**src/rtl/led_pwm_breather.sv**
```systemverilog
// LED PWM breather: drives the user LED with either a hard blink or a smooth
// breathe envelope (hold low, ramp up, hold high, ramp down), modulated by a
// registered PWM whose duty only updates at period boundaries.
module led_pwm_breather #(
    parameter int PWM_BITS   = 8,
    parameter int STEP_DIV   = 62500,
    parameter int HOLD_STEPS = 32
) (
    input  logic                CLOCK,
    input  logic                RESET,
    input  logic                enable,
    input  logic                mode,
    output logic                led_out,
    output logic [PWM_BITS-1:0] brightness,
    output logic [1:0]          phase
);

    localparam int PRESC_W = (STEP_DIV > 1) ? $clog2(STEP_DIV) : 1;
    localparam int HOLD_W  = (HOLD_STEPS > 1) ? $clog2(HOLD_STEPS) : 1;

    localparam logic [PWM_BITS-1:0] MAX        = '1;
    localparam logic [PRESC_W-1:0]  PRESC_LAST = PRESC_W'(STEP_DIV - 1);
    localparam logic [HOLD_W-1:0]   HOLD_LAST  = HOLD_W'(HOLD_STEPS - 1);

    typedef enum logic [1:0] {
        HOLD_LO = 2'd0,
        RISE    = 2'd1,
        HOLD_HI = 2'd2,
        FALL    = 2'd3
    } state_t;

    state_t              state;
    state_t              state_nxt;
    logic [PWM_BITS-1:0] bright_nxt;
    logic [HOLD_W-1:0]   hold_cnt;
    logic [HOLD_W-1:0]   hold_nxt;
    logic [PRESC_W-1:0]  presc;
    logic [PWM_BITS-1:0] pwm_cnt;
    logic [PWM_BITS-1:0] duty;
    logic                step;

    // Envelope advances only on the last prescaler count of an enabled cycle.
    assign step  = enable && (presc == PRESC_LAST);
    assign phase = state;

    // Step prescaler: counts enabled cycles 0..STEP_DIV-1, freezes when disabled.
    always_ff @(posedge CLOCK) begin
        if (RESET) begin
            presc <= '0;
        end else if (enable) begin
            presc <= (presc == PRESC_LAST) ? '0 : presc + 1'b1;
        end
    end

    // PWM counter, period-boundary duty reload and registered LED drive.
    always_ff @(posedge CLOCK) begin
        if (RESET) begin
            pwm_cnt <= '0;
            duty    <= '0;
            led_out <= 1'b0;
        end else if (enable) begin
            pwm_cnt <= pwm_cnt + 1'b1;
            if (pwm_cnt == MAX) begin
                duty <= brightness;
            end
            led_out <= (pwm_cnt < duty);
        end else begin
            led_out <= 1'b0;
        end
    end

    // Envelope state register: phase, brightness and hold counter.
    always_ff @(posedge CLOCK) begin
        if (RESET) begin
            state      <= HOLD_LO;
            brightness <= '0;
            hold_cnt   <= '0;
        end else begin
            state      <= state_nxt;
            brightness <= bright_nxt;
            hold_cnt   <= hold_nxt;
        end
    end

    // Envelope next-state logic; everything holds unless this is a step cycle.
    always_comb begin
        state_nxt  = state;
        bright_nxt = brightness;
        hold_nxt   = hold_cnt;
        if (step) begin
            unique case (state)
                HOLD_LO: begin
                    if (hold_cnt == HOLD_LAST) begin
                        hold_nxt = '0;
                        if (mode) begin
                            state_nxt = RISE;
                        end else begin
                            bright_nxt = MAX;
                            state_nxt  = HOLD_HI;
                        end
                    end else begin
                        hold_nxt = hold_cnt + 1'b1;
                    end
                end
                RISE: begin
                    if (brightness == MAX) begin
                        state_nxt = HOLD_HI;
                        hold_nxt  = '0;
                    end else begin
                        bright_nxt = brightness + 1'b1;
                    end
                end
                HOLD_HI: begin
                    if (hold_cnt == HOLD_LAST) begin
                        hold_nxt = '0;
                        if (mode) begin
                            state_nxt = FALL;
                        end else begin
                            bright_nxt = '0;
                            state_nxt  = HOLD_LO;
                        end
                    end else begin
                        hold_nxt = hold_cnt + 1'b1;
                    end
                end
                FALL: begin
                    if (brightness == '0) begin
                        state_nxt = HOLD_LO;
                        hold_nxt  = '0;
                    end else begin
                        bright_nxt = brightness - 1'b1;
                    end
                end
                default: begin
                    state_nxt = HOLD_LO;
                end
            endcase
        end
    end

endmodule

```
**config.mk**
```make
export PLATFORM = sky130hd
export DESIGN_NAME = led_pwm_breather
export DESIGN_NICKNAME = d
export VERILOG_FILES = /design/src/rtl/led_pwm_breather.sv
export SDC_FILE = /design/constraint.sdc
export NUM_CORES = 1
export LEC_CHECK = 0
export BUFFER_PORTS_ARGS = -buffer_cell sky130_fd_sc_hd__buf_2
export CORE_MARGIN = 5
export CORE_UTILIZATION = 30
export CTS_BUF_LIST = sky130_fd_sc_hd__clkbuf_8
export CTS_CLUSTER_DIAMETER = 50
export CTS_CLUSTER_SIZE = 30
export DETAILED_ROUTE_END_ITERATION = 7
export PLACE_DENSITY_LB_ADDON = 0.12
export SYNTH_ARGS = -nofsm -noshare
export SYNTH_HDL_FRONTEND = slang
export SYNTH_SLANG_ARGS = --single-unit
```
**constraint.sdc**
```tcl
create_clock -name CLOCK -period 2.2 [get_ports CLOCK]
set_input_delay 0.11 -clock CLOCK [delete_from_list [all_inputs] [get_ports CLOCK]]
set_output_delay 0.11 -clock CLOCK [all_outputs]
set_load 0.005 [all_outputs]
```
After elaboration in Yosys (flattened, before gate mapping):

Index checks and enable logic that the tools add are counted.

* $add $sub $neg: 5
* magnitude comparators: 1
* equal/unequal tests: 15
* muxes and demuxes: 19
* bitwise operators: 1
* reductions and logical operators: 9

Operators by type and width (count)
* two-way mux 8 bit: 6
* one-hot mux 8 bit (4 select lines): 1
* adder 16 x 1 -> 16 bit, second input constant: 1
* adder 8 x 1 -> 8 bit, second input constant: 2
* == test 16 bit, second input constant: 1
* == test 8 bit, second input constant: 2
* two-way mux 16 bit: 1
* != test 2 bit, second input constant: 8
* two-way mux 5 bit: 3
* one-hot mux 5 bit (3 select lines): 1
* two-way mux 2 bit: 6
* logical NOT 8 bit: 1
* < comparator 8 bit: 1
* one-hot mux 2 bit (4 select lines): 1
* subtractor 8 x 1 -> 8 bit, second input constant: 1
* AND reduction 7 bit: 1
* adder 5 x 1 -> 5 bit, second input constant: 1
* == test 5 bit, second input constant: 1
* AND reduction 5 bit: 1
* == test 2 bit, second input constant: 2
* OR reduction 2 bit: 2
* AND reduction 3 bit: 1
* == test 2 x 1 -> 1 bit, second input constant: 1
* logical NOT 2 bit: 1
* other kinds (3): 3

* flip-flop bits (word level): 48
* output and inout port bits: 11

Logic depth before layout (Yosys ltp):

Gate-level depths: netlist (run 1).

* word-level depth: 3
* gate-level depth with buffers: 9
* mapped depth without buffers: 9

Worst setup path before layout (run 1):

Ideal clock, no wire load.

* path kind: reg-to-reg
* start point: reg hold_cnt[0]
* end point: reg brightness[3]
* library setup time: 0.132 ns
* arrival time: 1.717 ns
* path slack: 0.351 ns
* cell stages (with the launch flop): 9
* path buffers: 0
* path through: dfxtp_1 -> ha_1 -> and3_1 -> ha_1 -> nand2_1 -> a311oi_4 -> o21ai_0 -> o21ai_0 -> a21oi_1

* word-level cells in the longest chain between the ends: 3
* elaborated cells between the ends (all ways): 4
* those cells by class: eq/ne: 3; reduce/logical: 1

Ends and longest elaborated chain
* from (decl): RTL line 35 `logic [HOLD_W-1:0] hold_cnt;`
* from (signal assigned): RTL line 81 `hold_cnt <= hold_nxt;`
* == test 5 bit *: RTL line 93, 114
* != test 2 bit (no line)
* AND reduction 7 bit (no line) *
* to (signal assigned): RTL line 80 `brightness <= bright_nxt;`
* to (decl): RTL line 14 `output logic [PWM_BITS-1:0] brightness,`

Every way passes the cells marked *; elsewhere a longest branch is shown, timed or not.
A chain may end at the register's enable or synchronous reset.

Final worst setup path (run 1):

* start point: reg state[0] (netlist: phase[0])
* end point: reg brightness[0]

* word-level cells in the longest chain between the ends: 3
* elaborated cells between the ends (all ways): 12
* those cells by class: eq/ne: 9; mux: 1; reduce/logical: 2

Ends and longest elaborated chain
* from (decl): RTL line 32 `state_t state;`
* from (signal assigned): RTL line 79 `state <= state_nxt;`
* == test 2 bit (tied with other cells): RTL line 91 `unique case (state)`
* != test 2 bit (no line)
* AND reduction 7 bit (no line)

Parallel ways exist; a longest one is shown, timed or not.

==> impl_results.md, run 1 <==
* Status: complete, no violations
* Reg-to-reg setup timing slack at 200 ps
* Worst-path fanout max at 23
* Initial Util at 0.3043
* Area share of the leading cell type in the synthesized netlist at 0.3675
* Layout area overhead at 12.39%
* HPWL after detailed placement at 4216 microns
* Worst Tran Pin Value at 535.6 ps
* Yosys warns at 0
* Sum of negative setup slack at 0 ps
* Ys async rst share at 0
* TritonCTS Buffers at 5
* Post-synthesis sequential area ratio at 0.3675
* Top-count cell post-synth: dfxtp_1
* Worst r2r path cells at 7
* Cell Area, Synth at 2615 sq um
* DR vias/cell at 4.957
* Syn avg cell area at 8.223 sq um
* Fill cell count at 928
* CTS tree: done
* Max-Cap Viols at 0
* DRC viols at 0
* Distinct cell type count after synthesis at 46
* Synth cell count leaders: dfxtp_1, nor2_1, nand2_1
* Synthesized instance count at 318
* ANT nets after route at 0
* Root Driver: clkbuf_8
* Diode count at 0
* DR top layer: met4
* GPL Wtd Cong at 0.7749
* Grt ovf at 0
* Met1 wire length at 3039 microns
* Die width at 103.4 microns
* Worst Path Required at 2420 ps
* Worst IR Drop VDD at 0.2124 mV
* WS Path Type: flop to flop
* Post-layout min period at 1999 ps
* Worst hold path class: primary input to flop
* Cell taking the most area after synthesis: dfxtp_1
* Clk pin slew, worst setup/hold paths at 100 ps
* Final-report hold violation count at 0
* Synth Flop Type: dfxtp_1
* First-pass GRT wire length at 10230 microns
* Vias in the first global route at 2046
* Final WL at 5922 microns
* Endpoints failing setup at 0
* CTS Buffer Depth at 2
* Site row count at 34
* Hold path depth at 5
* Clock Skew at 4.627 ps
* IO Count at 15
* I/O Buffers at 14
* Nets@finish at 351
* Die height at 103.4 microns
* Relative slew slack at 0.6425
* RSZ-0062 raised after global routing: no
* Depth of the CTS H-tree at 2
* Final instance area at 2939 sq um
* EDFF count, synth at 0
* Antenna violations before repair at 0
* DR WL/cell at 13.34 microns
* Achievable clock frequency at 0.5002 GHz
* Net Count, Synth at 334
* Router iterations before antenna repair at 7
* Die Area at 10680 sq um
* Largest net degree at the start of global routing at 24
* Global Route Usage Sum at 0.1203
* Pwr dens at 548.7 nW/um^2
* CP Launch Type: flop
* Synth top area cells: dfxtp_1, nor2_1, ha_1
* Placeable core region at 8593 sq um
* Lkg Pwr at 1.064 nW
* Yosys reg bits at 48
* Sink Count at 48
* Placed instance area at 2823 sq um
* Via Count at 2201
* CP Capture Type: flop
* Worst EP arrival at 2220 ps
* Met3 WL at 171 microns
* DR iter-0 viols at 45
* Layout cell share with drive strength beyond 1 at 0.1280
* Max-slew violations at 0
* Final period util at 0.9086
* Hold-fix buffers, CTS at 0
* Met2 wire length at 2668 microns
* Clk_lat worst skew at 300 ps
## worst paths after layout
| path | from | endpoint |
|---|---|---|
| max reg2reg | phase[0]$_SDFFE_PP0P_ | brightness[0]$_SDFFE_PP0P_ |
| max | phase[0]$_SDFFE_PP0P_ | brightness[0]$_SDFFE_PP0P_ |
| min | mode | phase[0]$_SDFFE_PP0P_ |
| min reg2reg | hold_cnt[3]$_SDFFE_PP0P_ | hold_cnt[3]$_SDFFE_PP0P_ |
## logic make-up after synthesis
logic type	after synthesis	share of synthesized area
xor+xnor	20	0.06699
simple gates	141	0.2746
flops	48	0.3675
mux	10	0.03828
compound gates	58	0.1416
buf+inv	29	0.05359
fa+ha+maj	12	0.05741
## stage by stage
| stage | power [mW] | std cells | hold WS, ps | setup slack [ps] | util |
|---|---|---|---|---|---|
| floorplan | 0.9461 | 318 | 369.5 | 350.6 | - |
| global placement | 0.9609 | 436 | 478.4 | 199.7 | 0.3285 |
| detailed placement | 0.9614 | 436 | 483.2 | 144.8 | 0.3285 |
| CTS | 1.649 | 444 | 186.1 | 120.6 | 0.3419 |
| global route | 1.691 | 444 | 226.2 | 10.67 | 0.3420 |
| finish | 1.613 | 444 | 193.2 | 201.0 | 0.3420 |
## report_power, final
part	switching, mW	total [mW]	internal [mW]	leakage (nW)
sequential	0.00907	0.886	0.877	0.388
clock	0.330	0.673	0.343	0.0548
combinational	0.0323	0.0543	0.0220	0.621
total	0.371	1.61	1.24	1.06
## layout by cell type, fill, tap and decap left out, types with 4 or more instances in the layout
master / netlist / final
o21ai_0: 17 / 17
and3_1: 9 / 9
nand4_1: 6 / 6
or3_1: 5 / 5
a21oi_1: 22 / 22
clkbuf_8: 0 / 5
mux2i_1: 10 / 10
buf_2: 5 / 14
nand2b_1: 5 / 5
nor3b_1: 7 / 7
nand3_1: 9 / 9
dfxtp_1: 48 / 47
nor2b_1: 4 / 4
buf_4: 0 / 13
nand2_1: 26 / 26
xnor2_1: 9 / 9
ha_1: 12 / 12
nor3_1: 11 / 11
inv_1: 12 / 12
nor2_1: 44 / 44
xor2_1: 11 / 11
## worst max-delay path, stage by stage (launching register included)
cell	delay, ps
dfxtp_1	350
buf_4	260
nor2b_1	290
o21ai_4	110
a311oi_4	400
buf_4	220
a21oi_1	60
a311oi_1	240
## layer usage
| metal | vias to the layer above | global-route usage |
|---|---|---|
| met5 | - | 0 |
| met4 | 0 | 0.03287 |
| met3 | 4 | 0.02414 |
| met2 | 25 | 0.1853 |
| met1 | 1026 | 0.1710 |
| li1 | 1146 | - |
## flip-flops by register name, summed over array words and instances (netlist names)
signal	cells
presc	16
duty	8
phase	2
led_out	1
brightness	8
pwm_cnt	8
hold_cnt	5
## timing repair
| item | 4_1_cts | 5_1_grt |
|---|---|---|
| resized for setup | 0 | 1 |
| setup buffers | 0 | 0 |
| endpoints found under the hold margin | 0 | 0 |
| setup endpoints to repair | 0 | 5 |
## final cells by class
class / count / area (sq um) / share of cell area
tap: 108 / 135.1 / 0.04598
clock inverter: 3 / 46.29 / 0.01575
multi-input combinational: 241 / 1514 / 0.5151
clock buffer: 5 / 68.82 / 0.02341
timing repair buffer: 27 / 167.7 / 0.05705
inverter: 12 / 45.04 / 0.01533
sequential: 48 / 962.2 / 0.3274
Note: power is estimated with default switching activity, not from simulation.
==> run 2: changes to the inputs <==
--- a/config.mk
+++ b/config.mk
@@ -12,7 +12,7 @@
 export CTS_CLUSTER_DIAMETER = 50
 export CTS_CLUSTER_SIZE = 30
 export DETAILED_ROUTE_END_ITERATION = 7
-export PLACE_DENSITY_LB_ADDON = 0.12
+export PLACE_DENSITY = 0.52
 export SYNTH_ARGS = -nofsm -noshare
 export SYNTH_HDL_FRONTEND = slang
 export SYNTH_SLANG_ARGS = --single-unit
==> run 2 against run 1 <==
First-iteration DRC count up 82%. Register-to-register slack got worse by 20 ps. Design area down 0.13%. Final cell count up 0.23%. Largest cell class unchanged. Sequential share of layout area about the same.
==> impl_results.md, run 2 (synthesis results as in run 1) <==
* Root Driver: clkbuf_8 (unchanged)
* Worst-path fanout max at 6 (was 23)
* Sink Count at 48 (unchanged)
* Achievable clock frequency at 0.4948 GHz (was 0.5002 GHz)
* ANT nets after route at 0 (unchanged)
* Hold path depth at 2 (was 5)
* Vias in the first global route at 2125 (was 2046)
* Reg-to-Reg End: brightness[0]$_SDFFE_PP0P_ (unchanged)
* Endpoint, Worst Hold: hold_cnt[3]$_SDFFE_PP0P_ (was phase[0]$_SDFFE_PP0P_)
* Depth of the CTS H-tree at 2 (unchanged)
* Final WL at 5840 microns (was 5922 microns)
* Grt peak-use layer: met2 (unchanged)
* Antenna violations before repair at 0 (unchanged)
* Reg-to-reg startpoint: hold_cnt[0]$_SDFFE_PP0P_ (was phase[0]$_SDFFE_PP0P_)
* Max-Cap Viols at 0 (unchanged)
* GPL Wtd Cong at 0.7844 (was 0.7749)
* Met2 Use GR at 0.1858 (was 0.1853)
* P_sw at 345.3 uW (was 370.9 uW)
* GR Util met3 at 0.02616 (was 0.02414)
* Clk_lat worst skew at 300 ps (about the same)
* Lkg Pwr at 1.059 nW (was 1.064 nW)
* Internal power at 1.154 mW (was 1.242 mW)
* Endpoints failing setup at 0 (unchanged)
* Reg-to-reg setup timing slack at 180 ps (was 200 ps)
* Sum of negative setup slack at 0 ps (unchanged)
* CTS tree: done (unchanged)
* Clock Skew at 4.411 ps (was 4.627 ps)
* Worst r2r path cells at 8 (was 7)
* Final instance area at 2935 sq um (was 2939 sq um)
* Global Route Usage Sum at 0.1226 (was 0.1203)
* Multi-input logic area at 1520 sq um (was 1514 sq um)
* RSZ-0062 raised after global routing: no (unchanged)
* Die Area at 10680 sq um (unchanged)
* CP Capture Type: flop (unchanged)
* Fill cell count at 934 (was 928)
* First-pass GRT wire length at 10440 microns (was 10230 microns)
* CP Launch Type: flop (unchanged)
* HPWL after detailed placement at 4259 microns (was 4216 microns)
* Placed instance area at 2830 sq um (was 2823 sq um)
* Worst Path Required at 2420 ps (about the same)
* Clk pin slew, worst setup/hold paths at 90 ps (was 100 ps)
* Diode count at 0 (unchanged)
* Via Count at 2201 (unchanged)
* DR WL/cell at 13.12 microns (was 13.34 microns)
* Largest net degree at the start of global routing at 25 (was 24)
* Router iterations before antenna repair at 4 (was 7)
* Reg area at 962.2 sq um (unchanged)
* Layout area overhead at 12.25% (was 12.39%)
* Die height at 103.4 microns (unchanged)
* Site row count at 34 (unchanged)
* CTS Buffer Depth at 2 (unchanged)
* Status: complete, no violations (unchanged)
* Max-slew violations at 0 (unchanged)
* TritonCTS Buffers at 5 (unchanged)
* Worst hold start: RESET (was mode)
* Relative slew slack at 0.7205 (was 0.6425)
* Placeable core region at 8593 sq um (unchanged)
* IO Count at 15 (unchanged)
* Slowest CP cell: dfxtp_1 (was a311oi_4)
* DRC viols at 0 (unchanged)
* Grt ovf at 0 (unchanged)
* WS Path Type: flop to flop (unchanged)
* CP startpoint: hold_cnt[0]$_SDFFE_PP0P_ (was phase[0]$_SDFFE_PP0P_)
* Commonest non-fill, non-tap cell in the layout: dfxtp_1 (unchanged)
* DR vias/cell at 4.946 (was 4.957)
* Final-report hold violation count at 0 (unchanged)
* Die width at 103.4 microns (unchanged)
* Max FFs per register at 16 (unchanged)
* CP max stage delay at 380 ps (was 400 ps)
* Layout cell share with drive strength beyond 1 at 0.1335 (was 0.1280)
* WHS at 96.43 ps (was 193.2 ps)
* Pwr dens at 510.6 nW/um^2 (was 548.7 nW/um^2)
* Hold-fix buffers, CTS at 0 (unchanged)
* Final period util at 0.9186 (was 0.9086)
* Critical path buffers and inverters at 1 (was 2)
* Flop pwr share at 0.591 (was 0.549)
* Worst Tran Pin Value at 417.7 ps (was 535.6 ps)
* Reg with most FFs: presc (unchanged)
* Initial Util at 0.3043 (unchanged)
* Kind of cell adding the most delay to the critical path: compound AO/OA/AOI/OAI gates (unchanged)
* Post-layout min period at 2021 ps (was 1999 ps)
* Worst hold path class: primary input to flop (unchanged)
* Critical Path, Cell by Cell: ha_1 > and3_1 > ha_1 > nand2_1 > a311oi_4 > buf_4 > a21oi_1 > a311oi_1 (was buf_4 > nor2b_1 > o21ai_4 > a311oi_4 > buf_4 > a21oi_1 > a311oi_1)
* Clk pwr share at 0.374 (was 0.417)
* I/O Buffers at 14 (unchanged)
* Most frequent cell on the critical path: ha_1 (was buf_4)
* Comb pwr share at 0.035 (was 0.034)
* Met1 Usage GRT at 0.1686 (was 0.1710)
* Worst IR Drop VDD at 0.2567 mV (was 0.2124 mV)
* Worst EP arrival at 2240 ps (was 2220 ps)
* Nets@finish at 352 (was 351)
* Most frequent cells in the layout: dfxtp_1, nor2_1, nand2_1 (unchanged)
* DR iter-0 viols at 82 (was 45)
* Sw Share at 0.2304 (was 0.2300)
* CTS resizes at 0 (unchanged)
* Post-CTS Setup Bufs at 0 (unchanged)
-- run 2: cell types whose count changed in the layout (fill, tap and decap cells not counted), sizes merged --
cell / before / now
buf: 27 / 28
bufinv: 1 / 0
clkbuf: 5 / 6
clkinvlp: 1 / 2
inv: 13 / 12
-- run 2: worst max-delay path by stage --
stage                                       to  cells after the start
finish              brightness[0]$_SDFFE_PP0P_                      8
global route        brightness[2]$_SDFFE_PP0P_                      8
CTS                 brightness[6]$_SDFFE_PP0P_                      7
detailed placement  brightness[6]$_SDFFE_PP0P_                      7
global placement    brightness[3]$_SDFFE_PP0P_                      8
floorplan           brightness[3]$_SDFFE_PP0P_                      8
-- run 2: power groups by stage --
| stage | Clock (mW) | Sequential [mW] | Combinational [mW] |
|---|---|---|---|
| after floorplan | 0 | 0.904 | 0.0421 |
| after global placement | 0 | 0.907 | 0.0533 |
| after detailed placement | 0 | 0.906 | 0.0540 |
| after CTS | 0.588 | 0.886 | 0.0543 |
| after global routing | 0.626 | 0.889 | 0.0625 |
| final | 0.560 | 0.886 | 0.0528 |
-- run 2: final cells by class --
cell class                      count  area share
Sequential cell                    48      0.3278
Clock inverter                      2    0.005115
Multi-Input combinational cell    241      0.5179
Inverter                           12     0.01535
Tap cell                          108     0.04604
Timing Repair Buffer               28     0.05968
Clock buffer                        6     0.02813
-- run 2: metal layers --
metal,part of all wire,vias up
met1,0.49,1021
li1,-,1145
met3,0.027,10
met2,0.46,25
met4,0.018,0
met5,0,-
-- run 2: stage by stage --
step	util	instances	worst slack (ps)	total power, mW
finish	0.3416	445	179.0	1.499
global route	0.3416	445	10.59	1.577
CTS	0.3407	445	116.3	1.529
detailed placement	0.3294	437	133.6	0.9604
global placement	0.3294	437	216.9	0.9599
floorplan	-	318	350.6	0.9461
